$ cat config.mk
export PLATFORM = sky130hd
export DESIGN_NAME = alu_mc
export DESIGN_NICKNAME = d
export VERILOG_FILES = /design/src/rtl/alu_mc_pkg.sv /design/src/rtl/alu_mc_mul.sv /design/src/rtl/alu_mc.sv
export SDC_FILE = /design/constraint.sdc
export NUM_CORES = 1
export LEC_CHECK = 0
export CAP_MARGIN = 15
export CORE_MARGIN = 1.5
export CORE_UTILIZATION = 40
export CTS_CLUSTER_DIAMETER = 60
export DETAILED_ROUTE_END_ITERATION = 8
export MAX_ROUTING_LAYER = met4
export PLACE_DENSITY = 0.61
export SLEW_MARGIN = 25
export SYNTH_ARGS = -nofsm -noshare
export SYNTH_HDL_FRONTEND = slang
export SYNTH_SLANG_ARGS = --single-unit
$ cat constraint.sdc
create_clock -name clk -period 8.3 [get_ports clk]
set_input_delay 2.075 -clock clk [delete_from_list [all_inputs] [get_ports clk]]
set_output_delay 2.075 -clock clk [all_outputs]
set_load 0.1 [all_outputs]
$ cat src/rtl/alu_mc_pkg.sv
// alu_mc shared definitions: op codes and control state.
// Used by alu_mc and alu_mc_mul.
package alu_mc_pkg;

  localparam logic [2:0] OP_ADD  = 3'd0;
  localparam logic [2:0] OP_SUB  = 3'd1;
  localparam logic [2:0] OP_AND  = 3'd2;
  localparam logic [2:0] OP_XOR  = 3'd3;
  localparam logic [2:0] OP_COM  = 3'd4;
  localparam logic [2:0] OP_MUL  = 3'd5;
  localparam logic [2:0] OP_ADDI = 3'd6;
  localparam logic [2:0] OP_RSVD = 3'd7;

  typedef enum logic {
    IDLE     = 1'b0,
    MUL_BUSY = 1'b1
  } state_t;

endpackage

$ cat src/rtl/alu_mc_mul.sv
// Iterative shift-add multiplier, one partial product per cycle.
// ALU_SIGNED_EN: signed product via magnitude multiply and fix-up.
module alu_mc_mul
  import alu_mc_pkg::*;
#(
  parameter int DSIZE = 16,
  parameter int CNTW  = $clog2(DSIZE + 1)
) (
  input  logic               clk,
  input  logic               rst,
  input  logic               start,
  input  logic [DSIZE-1:0]   a,
  input  logic [DSIZE-1:0]   b,
  output logic               busy,
  output logic               done,
  output logic [2*DSIZE-1:0] prod
);

  logic [DSIZE-1:0]   mcand;
  logic [2*DSIZE-1:0] acc;
  logic [CNTW-1:0]    cnt;
  logic               neg;

  logic [DSIZE-1:0]   mag_a;
  logic [DSIZE-1:0]   mag_b;
  logic               neg_in;
  logic [DSIZE:0]     sum;
  logic [2*DSIZE-1:0] nxt;

  // Operand magnitudes and product sign taken at start.
  always_comb begin
`ifdef ALU_SIGNED_EN
    mag_a  = a[DSIZE-1] ? -a : a;
    mag_b  = b[DSIZE-1] ? -b : b;
    neg_in = a[DSIZE-1] ^ b[DSIZE-1];
`else
    mag_a  = a;
    mag_b  = b;
    neg_in = 1'b0;
`endif
  end

  // One shift-add step; final product exposed for the last step.
  always_comb begin
    sum  = {1'b0, acc[2*DSIZE-1:DSIZE]}
         + {1'b0, (acc[0] ? mcand : '0)};
    nxt  = {sum, acc[DSIZE-1:1]};
    prod = neg ? -nxt : nxt;
  end

  assign busy = (cnt != '0);
  assign done = (cnt == CNTW'(1));

  // Accumulator holds {partial high, shifting multiplier}.
  always_ff @(posedge clk or posedge rst) begin
    if (rst) begin
      mcand <= '0;
      acc   <= '0;
      cnt   <= '0;
      neg   <= 1'b0;
    end else if (start) begin
      mcand <= mag_a;
      acc   <= {{DSIZE{1'b0}}, mag_b};
      cnt   <= CNTW'(DSIZE);
      neg   <= neg_in;
    end else if (busy) begin
      acc   <= nxt;
      cnt   <= cnt - CNTW'(1);
    end
  end

endmodule

$ cat src/rtl/alu_mc.sv
// Multi-cycle ALU with valid/ready on both sides.
// ALU_SIGNED_EN selects signed COM and MUL.
module alu_mc
  import alu_mc_pkg::*;
#(
  parameter int DSIZE = 16,
  parameter int CNTW  = $clog2(DSIZE + 1)
) (
  input  logic             clk,
  input  logic             rst,
  input  logic             in_valid,
  output logic             in_ready,
  input  logic [DSIZE-1:0] a,
  input  logic [DSIZE-1:0] b,
  input  logic [2:0]       op,
  output logic             out_valid,
  input  logic             out_ready,
  output logic [DSIZE-1:0] out,
  output logic [DSIZE-1:0] out_hi,
  output logic             zero
);

  state_t             state;
  logic               in_fire;
  logic               out_fire;
  logic               start;
  logic               le;
  logic [DSIZE-1:0]   res;
  logic               mul_busy;
  logic               mul_done;
  logic [2*DSIZE-1:0] prod;

  assign in_ready = (state == IDLE) && !mul_busy
                  && (!out_valid || out_ready);
  assign in_fire  = in_valid && in_ready;
  assign out_fire = out_valid && out_ready;
  assign start    = in_fire && (op == OP_MUL);

  // Less-or-equal compare for COM.
  always_comb begin
`ifdef ALU_SIGNED_EN
    le = ($signed(a) <= $signed(b));
`else
    le = (a <= b);
`endif
  end

  // Single-cycle results; MUL handled by the multiplier.
  always_comb begin
    res = '0;
    unique case (op)
      OP_ADD:  res = a + b;
      OP_SUB:  res = a - b;
      OP_AND:  res = a & b;
      OP_XOR:  res = a ^ b;
      OP_COM:  res = {{(DSIZE-1){1'b0}}, le};
      OP_MUL:  res = '0;
      OP_ADDI: res = a + b;
      OP_RSVD: res = '0;
    endcase
  end

  alu_mc_mul #(
    .DSIZE(DSIZE),
    .CNTW (CNTW)
  ) u_mul (
    .clk  (clk),
    .rst  (rst),
    .start(start),
    .a    (a),
    .b    (b),
    .busy (mul_busy),
    .done (mul_done),
    .prod (prod)
  );

  // Control FSM with registered result, flag and valid.
  always_ff @(posedge clk or posedge rst) begin
    if (rst) begin
      state     <= IDLE;
      out_valid <= 1'b0;
      out       <= '0;
      out_hi    <= '0;
      zero      <= 1'b1;
    end else begin
      unique case (state)
        IDLE: begin
          if (in_fire && op == OP_MUL) begin
            state     <= MUL_BUSY;
            out_valid <= 1'b0;
          end else if (in_fire) begin
            out       <= res;
            out_hi    <= '0;
            zero      <= (res == '0);
            out_valid <= 1'b1;
          end else if (out_fire) begin
            out_valid <= 1'b0;
          end
        end
        MUL_BUSY: begin
          if (out_fire)
            out_valid <= 1'b0;
          if (mul_done) begin
            out       <= prod[DSIZE-1:0];
            out_hi    <= prod[2*DSIZE-1:DSIZE];
            zero      <= (prod[DSIZE-1:0] == '0);
            out_valid <= 1'b1;
            state     <= IDLE;
          end
        end
      endcase
    end
  end

endmodule
== Yosys cells after proc, flatten, opt, wreduce, memory -nomap -nowiden ==
Index checks and enable logic that the tools add are counted.
W data, S select, Z words.

* Add/sub/neg operators: 4
* Order comparisons: 1
* Equal/unequal tests: 11
* Multiplexer cells: 26
* Bitwise operators: 3
* Reductions and logical operators: 16

{| class="wikitable"
|+ Operator list
! operator !! count
|-
| $mux W16 || 7
|-
| $pmux W16 S6 || 1
|-
| $mux W32 || 2
|-
| $pmux W16 S2 || 2
|-
| $logic_not A16 Y1 || 2
|-
| $add A16 B16 Y17 || 1
|-
| $add A16 B16 Y16 || 1
|-
| $and A16 B16 Y16 || 1
|-
| $le A16 B16 Y1 || 1
|-
| $sub A16 B16 Y16 || 1
|-
| $xor A16 B16 Y16 || 1
|-
| $eq A3 B3 Y1 const B || 4
|-
| $mux W5 || 2
|-
| $mux W1 || 9
|-
| $eq A3 B2 Y1 const B || 2
|-
| $pmux W1 S2 || 3
|-
| $eq A5 B1 Y1 const B || 1
|-
| $logic_and A1 B1 Y1 || 5
|-
| $reduce_bool A5 Y1 || 1
|-
| $sub A5 B1 Y5 const B || 1
|-
| $ne A2 B2 Y1 const B || 2
|-
| $reduce_or A2 Y1 || 2
|-
| $eq A3 B1 Y1 const B || 1
|-
| $logic_not A3 Y1 || 1
|-
| 6 further kinds || 7
|}

* Flip-flop bits (word level): 88
* Bits of input ports: 39
* Output and inout port bits: 35
* Logic and storage cells: 69

== Logic depth before layout (Yosys ltp) ==
Gate-level depths: netlist of the first run.

* Depth after elaboration: 8
* Gate-level depth with buffers: 13
* Mapped depth without buffers: 13

== By module ==
A second synthesis of the first run with hierarchy kept.

* Cells, all modules: 821
* Area total of the unflattened synthesis: 6980.4 um2

{| class="wikitable"
|+ Modules (own cells, without submodules)
! module !! times used !! cells an instance !! area each (um2) !! sequential area each (um2)
|-
| alu_mc || 1 || 484 || 3672.3 || 877.1
|-
| alu_mc_mul || 1 || 337 || 3308.2 || 1326.3
|}

== Worst setup path after synthesis of the first run ==
OpenSTA, ideal clock, no wires.

* Kind: input to output
* From: input port out_ready
* To: output port in_ready
* Data arrival time: 4285 ps
* Data required time: 6225 ps
* Path slack: 1940 ps
* Stages on the path: 2
* Buffers on the path: 0
* Cell sequence: nor2b_1 -> nor3_1

* Word-level cells in the longest chain between the ends: 2

{| class="wikitable"
|+ RTL lines
! item !! RTL line !! text
|-
| start: declaration || alu_mc.sv:17 || <nowiki>input logic out_ready,</nowiki>
|-
| $logic_or A1 B1 Y1 || alu_mc.sv:34 || <nowiki>&& (!out_valid || out_ready);</nowiki>
|-
| $logic_and A1 B1 Y1 || alu_mc.sv:34 ||
|-
| end: declaration || alu_mc.sv:12 || <nowiki>output logic in_ready,</nowiki>
|}

No other way between the ends.

== Worst setup path in the final report of the first run ==
Same ends and word-level chain as after synthesis.

==> impl_results.md, run 1 <==
* DR vias at slightly above 6000
* Crit end category: primary output
* Logic pwr share at 0.543
* Synthesized Nets at 885
* Post-synth ARST share at 1.00
* Post-CTS Hold Buffers at 0
* Clock Pin Slew Worst Setup and Hold Paths at 0.06 ns
* Uppermost routed layer: met4
* Switch share at 0.499
* Yosys warns at 0
* Post-synth top cells: nand2_1, dfrtp_1, o21ai_0
* Status: finished, final reports clean
* Fin. Hold Viols at 0
* Setup slack, reg-to-reg at 4.71 ns
* Nets at between 900 and 1000
* TNS Setup at 0 ns
* CORE AREA at 16500 µm²
* Max Clk Rate at between 0.15 and 0.2 GHz
* Final Core Density at 0.481
* Leak at 3.51 nW
* R2R depth at 12
* Post-DP HPWL at 14.5 mm
* TritonCTS clock tree: done
* Slew Limit Fails at 0
* Area leader, netlist: dfrtp_1
* Max VDD drop at 0.000249 V
* Pint at 1.25 mW
* IO buf count at 73
* DR pass1 iterations at 6
* Power share of the sequential group at 0.296
* Tcrit/Tclk final at 0.766
* Clock skew at 0.0105 ns
* Worst skew pair latency at 0.35 ns
* Initial antenna violation count at 0
* Worst relative slew slack at 0.346
* WHS at 0.482 ns
* Worst min path class: flip-flop to flip-flop
* Worst-margin pin slew at 0.977 ns
* Sink Count at between 80 and 90
* CTS root buf: clkbuf_16
* M1 wire length at 8.96 mm
* Starting DRC count in detailed routing at 451
* Vias per cell at 5.69
* CP max FO at 4
* Total gr overflow at 0
* Startpoint types: input pin
* Antenna Nets Post-Route at 0
* Clk buf depth at 2
* Max-cap viol count at 0
* Setup violations, final at 0
* # IOs at 74
* Synth top area cells: dfrtp_1, ha_1, nand2_1
* Critical path class: input pin to primary output
* Die height at 133 µm
* Reg2reg end: u_mul.acc[31]
* Per-cell routed wire length at about 18 µm
* Die Width at 133 µm
* Crit. Startpoint: out_ready
* Mapped Cells at 793
* Ys flop type: dfrtp_1
* P_sw at 1.24 mW
* Vias in the first global route at approximately 5800
* Tot GR Track Use at 0.231
* Site Rows at 47
* Post-CTS Resized at 0
* Total wire length at slightly below 20 mm
* Synthesized area at 6760 µm²
* Req. time, crit path at 6.23 ns
* Tmin final at 6.36 ns
* RSZ-0062 raised after global routing: no
* Area Overhead vs Synth at 17.5%
* # DRC at 0
* Worst EP arrival at 4.28 ns
* Share of layout cells above drive strength 1 at 0.0840
* Clock network power share at 0.161
* First-pass GRT wire length at 31.4 mm
* Worst r2r src: u_mul.acc[0]
* Number of buffers created by CTS at 9
* Avg Cell Area, Syn at 8.53 µm²
* Number of synthesized flops with an enable pin at 0
* Post-CTS setup repair buffer count at 0
* #FFs+latches synth at 88
* Wire length on met2 at 8.97 mm
* Largest net degree at the start of global routing at 53
* Setup crit end: in_ready
* Sequential share of the synthesized area at 0.326
* Count leader, synth: nand2_1
* Initial Utilization at 0.409
* Cell Pwr Density at 314 nW/µm²
* Synth cell types at between 80 and 90
* Met3 wire length at 899 µm
* Top cell type's share of synthesized area at 0.322
* GP Congestion at 0.938
* Number of diodes at 0
* Max H-tree Level at 3
* Hold path cells at 2
* DIE AREA at 17700 µm²
## logic make-up after synthesis
kind of cell	Yosys count	share of synthesized area
fa+ha+maj	53	0.101
buf+inv	83	0.0511
flops	88	0.326
xor+xnor	22	0.0296
compound gates	240	0.244
simple gates	276	0.199
mux	31	0.0494
## routing by layer
layer,up-vias,track usage
met5,-,-
met4,0,0.0708
met3,34,0.0215
met2,180,0.364
met1,2866,0.315
li1,2984,-
## metrics by stage
stage	setup WS (ns)	instance area, µm²	instances	total power [mW]
2_1_floorplan	1.94	6760	793	1.75
3_3_place_gp	1.96	7650	1049	2.08
3_5_place_dp	1.95	7650	1049	2.10
4_1_cts	1.94	7940	1065	2.50
5_1_grt	1.85	7940	1065	2.64
6_report	1.94	7940	1065	2.49
## worst max-delay path, cell delays in order
cell and delay, ns:
clkdlybuf4s50_1 0.45, nor2b_1 0.05, nor3_1 0.46, clkdlybuf4s50_1 1.25
## area by class of cell
| class | count | area (µm²) |
|---|---|---|
| Tap cell | 220 | 275 |
| Clock inverter | 5 | 57.6 |
| Sequential cell | 88 | 2200 |
| Multi-Input combinational cell | 622 | 4240 |
| Timing Repair Buffer | 81 | 791 |
| Clock buffer | 11 | 233 |
| Inverter | 38 | 144 |
| Fill cell | 1619 | 8580 |
## sequential cells by signal (all words and copies together) (netlist names)
signal,count
zero,1
out_valid,1
out_hi,16
out,16
u_mul.cnt,5
state,1
u_mul.acc,32
u_mul.mcand,16
## layout by cell type, fill, tap and decap left out, types with 5 or more instances in the layout
cell             count
clkbuf_16            9
nand2_1             92
dfrtp_1             87
xnor2_1             12
o21ai_0             59
o211ai_1             6
o21bai_1             6
nand4_1              8
ha_1                50
a21oi_1             36
clkdlybuf4s50_1     73
mux2_2              19
mux2i_1             12
inv_1               35
o22ai_1             21
and3_1               5
and2_1              19
a22oi_1             27
nor4_1               7
or3_1                7
nor2b_1              7
o21ai_1              6
a31oi_1              6
a21o_1              11
buf_4                8
o31ai_1              6
nand2b_1            15
nor2_1              56
xor2_1               9
nor3_1              17
nand3_1             23
## power groups by stage
stage	logic (mW)	registers (mW)	clock network, mW
finish	1.35	0.739	0.401
global route	1.46	0.764	0.423
CTS	1.35	0.741	0.408
detailed placement	1.35	0.747	0
global placement	1.34	0.744	0
floorplan	0.590	1.16	0
## worst min-delay path by stage
stage	startpoint	endpoint	slack, ns
floorplan	u_mul.acc[7]	u_mul.acc[7]	0.47
global placement	out[4]	out[4]	0.46
detailed placement	out_hi[9]	out_hi[9]	0.48
CTS	out_hi[10]	out_hi[10]	0.49
global route	out[4]	out[4]	0.51
finish	out[4]	out[4]	0.48
Note: power is estimated with default switching activity, not from simulation.
==> run 2: changes to the inputs <==
- PLACE_DENSITY: 0.61 -> 0.63
- clock period: 8.3 -> 5.8 ns (I/O delays scaled with it)
==> impl_results.md, run 2 (synthesis results as in run 1) <==
* Status: finished, final reports clean
* Buf/Inv on CP at 2 (unchanged)
* Clock Pin Slew Worst Setup and Hold Paths at 0.06 ns (about the same)
* Leak at 3.52 nW (+0.25%)
* Worst r2r src: u_mul.cnt[4]
* Top delay family on crit path: simple AND/OR/NAND/NOR gates
* Vias in the first global route at 5858 (+1.7%)
* Tot GR Track Use at 0.234 (+0.00293)
* Post-CTS setup repair buffer count at 0 (unchanged)
* Design Area, Final at 7960 µm² (+0.25%)
* Hold path cells at 2 (unchanged)
* Req. time, crit path at 5.99 ns (-0.24 ns)
* R2R depth at 7 (-5)
* RSZ-0062 raised after global routing: no
* Vias per cell at 5.86 (+2.9%)
* Area Overhead vs Synth at 17.8%
* Max-cap viol count at 0 (unchanged)
* Clk buf depth at 2 (unchanged)
* Reg2reg end: u_mul.mcand[9]
* Number of diodes at 0 (unchanged)
* Startpoint types: input pin
* Total wire length at 19.8 mm (+2.8%)
* Fill count at 1645 (+1.6%)
* Initial Utilization at 0.409 (unchanged)
* Area of the multi-input gates at 4240 µm² (unchanged)
* # IOs at 74 (unchanged)
* Site Rows at 47 (unchanged)
* Fin. Hold Viols at 0 (unchanged)
* Tcrit/Tclk final at 0.756
* Worst EP arrival at 4.58 ns (+0.30 ns)
* Total gr overflow at 0 (unchanged)
* GP Congestion at 0.969 (+3.2%)
* CP cell instances: clkdlybuf4s50_1, inv_1, ha_1, nand2b_1, a21oi_2, nor3_2, or4_4, a211oi_2, or3_1, a2111oi_2, nor4_1, a21oi_1
* Worst-margin pin slew at 0.985 ns (+0.00791 ns)
* Storage cell area at 2200 µm² (unchanged)
* DR pass1 iterations at 6 (unchanged)
* Die height at 133 µm (unchanged)
* Setup violations, final at 0 (unchanged)
* DR vias at 6249 (+3.1%)
* Worst skew pair latency at 0.34 ns (about the same)
* Per-cell routed wire length at 18.5 µm (+2.6%)
* TNS Setup at 0 ns (unchanged)
* Max H-tree Level at 3 (unchanged)
* Slowest-stage cell, CP: clkdlybuf4s50_1
* Max VDD drop at 0.000321 V (+29%)
* WHS at 0.476 ns (-0.00588 ns)
* Post-CTS Resized at 0 (unchanged)
* Post-CTS Hold Buffers at 0 (unchanged)
* Post-DP HPWL at 15.1 mm (+4.1%)
* Clock skew at 0.00784 ns (-0.00266 ns)
* Commonest non-fill, non-tap cells in the layout: nand2_1, dfrtp_1, clkdlybuf4s50_1, o21ai_0, nor2_1
* CP max FO at 15 (+11)
* Crit end category: flip-flop
* Antenna Nets Post-Route at 0 (unchanged)
* Final Core Density at 0.482 (+0.00121)
* DIE AREA at 17700 µm² (unchanged)
* Fin cells at 1067 (+0.19%)
* Crit. Startpoint: b[3]
* CORE AREA at 16500 µm² (unchanged)
* Nets at 934 (+0.21%)
* Largest stage delay on the critical path at 0.54 ns (-0.71 ns)
* Max Clk Rate at roughly 0.23 GHz
* Tmin final at 4.39 ns
* Most common cell after layout, fill and taps aside: nand2_1
* First-pass GRT wire length at 31.8 mm (+1.2%)
* Setup slack, reg-to-reg at 2.17 ns (-2.54 ns)
* Cell Pwr Density at 453 nW/µm² (+44%)
* Register with the most flip-flops: u_mul.acc
* Number of buffers created by CTS at 9 (unchanged)
* Sink Count at 88 (unchanged)
* Dpl cells at 1051 (+0.19%)
* Initial antenna violation count at 0 (unchanged)
* Placed inst area at 7670 µm² (+0.16%)
* CTS root buf: clkbuf_16
* TritonCTS clock tree: done
* Crit path depth at 12 (+8)
* Die Width at 133 µm (unchanged)
* Slew Limit Fails at 0 (unchanged)
* Max FFs per register at 32 (unchanged)
* Starting DRC count in detailed routing at 580 (+29%)
* Share of layout cells above drive strength 1 at 0.0885 (+0.00452)
* Largest net degree at the start of global routing at 54 (+1.9%)
* Worst min path class: flip-flop to flip-flop
* IO buf count at 73 (unchanged)
* # DRC at 0 (unchanged)
* Setup crit end: out[15]
* Critical path class: input pin to flip-flop
* Worst relative slew slack at 0.342 (-0.00482)
## run 2: changes by cell type in the layout (fill, tap and decap cells not counted)
cell	change
clkinv_4	-1
clkdlybuf4s50_1	-1
clkinvlp_4	+2
buf_4	+3
inv_6	+1
clkinv_2	-2
clkbuf_1	-1
inv_4	+1
## run 2: cell type report
type | instances | area share
Multi-Input combinational cell | 622 | 0.532
Sequential cell | 88 | 0.277
Timing Repair Buffer | 83 | 0.101
Tap cell | 220 | 0.0346
Clock buffer | 10 | 0.0288
Inverter | 38 | 0.0182
Clock inverter | 6 | 0.00848
## run 2: tightest hold or removal path, delay by kind of cell, from the launching register on
| kind | cells | cell delay [ns] |
|---|---|---|
| AND/OR/NAND/NOR | 1 | 0.04 |
| flip-flops | 1 | 0.34 |
| AO/OA/AOI/OAI | 1 | 0.06 |
## run 2: routing by layer
metal  up-vias  share of wire  track usage
met2       263           0.45        0.369
met1      2970           0.46        0.320
met4         0          0.018       0.0580
met5         -              0            -
met3        36          0.067       0.0284
li1       2980              -            -
## run 2: worst min-delay path by stage
stage                  from           end
6_report          out_hi[9]     out_hi[9]
5_1_grt              out[2]        out[2]
4_1_cts           out_hi[9]     out_hi[9]
3_5_place_dp      out_hi[9]     out_hi[9]
3_3_place_gp      out_hi[9]     out_hi[9]
2_1_floorplan  u_mul.acc[7]  u_mul.acc[7]
## run 2: power breakdown
part,internal [mW],leakage (nW),switching (mW)
logic,0.595,2.23,1.36
clock network,0.335,0.139,0.241
registers,0.860,1.14,0.216
## run 2: per-stage QoR
stage | setup WS [ns] | power, mW
2_1_floorplan | 0.690 | 2.50
3_3_place_gp | 1.06 | 3.01
5_1_grt | 1.23 | 3.81
4_1_cts | 1.45 | 3.61
6_report | 1.41 | 3.61
3_5_place_dp | 1.11 | 3.03
==> run 3: changes to the inputs <==
- clock period: 5.8 -> 3.71 ns (I/O delays scaled with it)
==> impl_results.md, run 3 (synthesis results as in run 1) <==
* Max-cap viol count at 0 (unchanged)
* Nets at 1037 (+11%)
* Met3 wire length at 993 µm (-25%)
* Leak at 4.06 nW (+15%)
* Max VDD drop at 0.000512 V (+59%)
* Fin cells at 1170 (+9.7%)
* Uppermost routed layer: met4
* Slew Limit Fails at 0 (unchanged)
* Area Overhead vs Synth at 30.7%
* Worst skew pair latency at 0.34 ns (about the same)
* Worst min path class: flip-flop to flip-flop
* First-pass GRT wire length at 32.2 mm (+1.2%)
* Post-CTS Resized at 0 (unchanged)
* DR pass1 iterations at 5 (-1)
* Per-cell routed wire length at 17.1 µm (-7.7%)
* Post-CTS setup repair buffer count at 0 (unchanged)
* Critical path class: input pin to flip-flop
* Worst EP arrival at 3.88 ns (-0.70 ns)
* Worst relative slew slack at 0.350 (+0.00875)
* Initial Utilization at 0.409 (unchanged)
* Tot GR Track Use at 0.236 (+0.00168)
* DIE AREA at 17700 µm² (unchanged)
* Clock skew at 0.0102 ns (+0.00240 ns)
* Vias in the first global route at 6250 (+6.7%)
* # DRC at 0 (unchanged)
* Worst-margin pin slew at 0.972 ns (-0.0138 ns)
* Die Width at 133 µm (unchanged)
* # IOs at 74 (unchanged)
* Share of layout cells above drive strength 1 at 0.195 (+0.106)
* Final Core Density at 0.535 (+0.0529)
* Req. time, crit path at 3.98 ns (-2.01 ns)
* GP Congestion at 0.989 (+2.1%)
* Number of diodes at 0 (unchanged)
* Post-DP HPWL at 16.0 mm (+6.2%)
* TritonCTS clock tree: done
* Max H-tree Level at 3 (unchanged)
* Startpoint types: input pin
* Total gr overflow at 0 (unchanged)
* Cell Pwr Density at 650 nW/µm² (+43%)
* Clk buf depth at 2 (unchanged)
* Dpl cells at 1154 (+9.8%)
* Post-CTS Hold Buffers at 0 (unchanged)
* Most common cell after layout, fill and taps aside: buf_4
* Status: finished, final reports clean
* M1 wire length at 8.99 mm (-1.0%)
* Clock Pin Slew Worst Setup and Hold Paths at 0.06 ns (about the same)
* Sink Count at 88 (unchanged)
* CP max FO at 4 (-11)
* Vias per cell at 5.60 (-4.5%)
* Setup violations, final at 0 (unchanged)
* Crit end category: flip-flop
* Wire length on met2 at 9.31 mm (+3.5%)
* Tmin final at 3.61 ns
* CTS root buf: clkbuf_16
* DR vias at 6547 (+4.8%)
* Site Rows at 47 (unchanged)
* Tcrit/Tclk final at 0.972
* Total wire length at 20.0 mm (+1.2%)
* Fill count at 1551 (-5.7%)
* Register with the most flip-flops: u_mul.acc
* Initial antenna violation count at 0 (unchanged)
* Fin. Hold Viols at 0 (unchanged)
* Antenna Nets Post-Route at 0 (unchanged)
* Area of the multi-input gates at 4300 µm² (+1.3%)
* Storage cell area at 2200 µm² (unchanged)
* Largest net degree at the start of global routing at 39 (-28%)
* Commonest non-fill, non-tap cells in the layout: buf_4, nand2_1, dfrtp_1, clkdlybuf4s50_1, o21ai_0
* IO buf count at 73 (unchanged)
* Starting DRC count in detailed routing at 408 (-30%)
* Number of buffers created by CTS at 9 (unchanged)
* Die height at 133 µm (unchanged)
* Max FFs per register at 32 (unchanged)
* CORE AREA at 16500 µm² (unchanged)
* Max Clk Rate at 0.277 GHz
## run 3: where the power goes
| part | switching (mW) | total [mW] | internal [mW] | leakage, nW |
|---|---|---|---|---|
| clock network | 0.379 | 0.908 | 0.528 | 0.141 |
| logic | 2.12 | 3.18 | 1.06 | 2.78 |
| registers | 0.308 | 1.65 | 1.34 | 1.14 |
## run 3: metal layers
metal	track usage	vias to the layer above
met1	0.302	3110
met3	0.0368	59
li1	-	3185
met5	-	-
met2	0.369	193
met4	0.104	0
## run 3: stage by stage
| stage | hold WS [ns] | setup WS, ns | cell area, µm² | total power, mW | setup TNS (ns) |
|---|---|---|---|---|---|
| 2_1_floorplan | 0.469 | 0.311 | 6770 | 3.91 | 0 |
| 6_report | 0.474 | 0.103 | 8840 | 5.74 | 0 |
| 5_1_grt | 0.508 | -0.0198 | 8840 | 6.08 | -0.0316 |
| 3_3_place_gp | 0.465 | -0.233 | 8480 | 4.79 | -1.23 |
| 4_1_cts | 0.483 | 0.0856 | 8780 | 5.75 | 0 |
| 3_5_place_dp | 0.471 | -0.276 | 8480 | 4.83 | -1.73 |
## run 3: worst paths after layout
kind	start	endpoint	slack, ns	cells past startpoint
hold / removal	out_hi[8]	out_hi[8]	0.47	2
setup / recovery	a[3]	zero	0.10	11
hold reg to reg	out_hi[8]	out_hi[8]	0.47	2
max in group asynchronous	rst	out_hi[15]	1.89	3
setup reg to reg	u_mul.acc[0]	out_hi[13]	0.56	12
min in group asynchronous	rst	u_mul.mcand[0]	0.97	2
## run 3: worst max-delay path: stages
cell,delay [ns]
clkdlybuf4s50_1,0.51
ha_2,0.32
nand2b_1,0.18
a21oi_2,0.20
nor3_2,0.10
or4_4,0.51
a211oi_4,0.25
o21ai_1,0.14
a2111oi_2,0.43
nor4_2,0.10
a31o_1,0.21
## run 3: final cells by class
class | instances | area share
well taps | 220 | 0.0311
inverters | 38 | 0.0163
clock inverters | 5 | 0.00722
flip-flops and latches | 88 | 0.249
multi-input cells | 622 | 0.486
repair buffers | 186 | 0.184
clock buffers | 11 | 0.0263
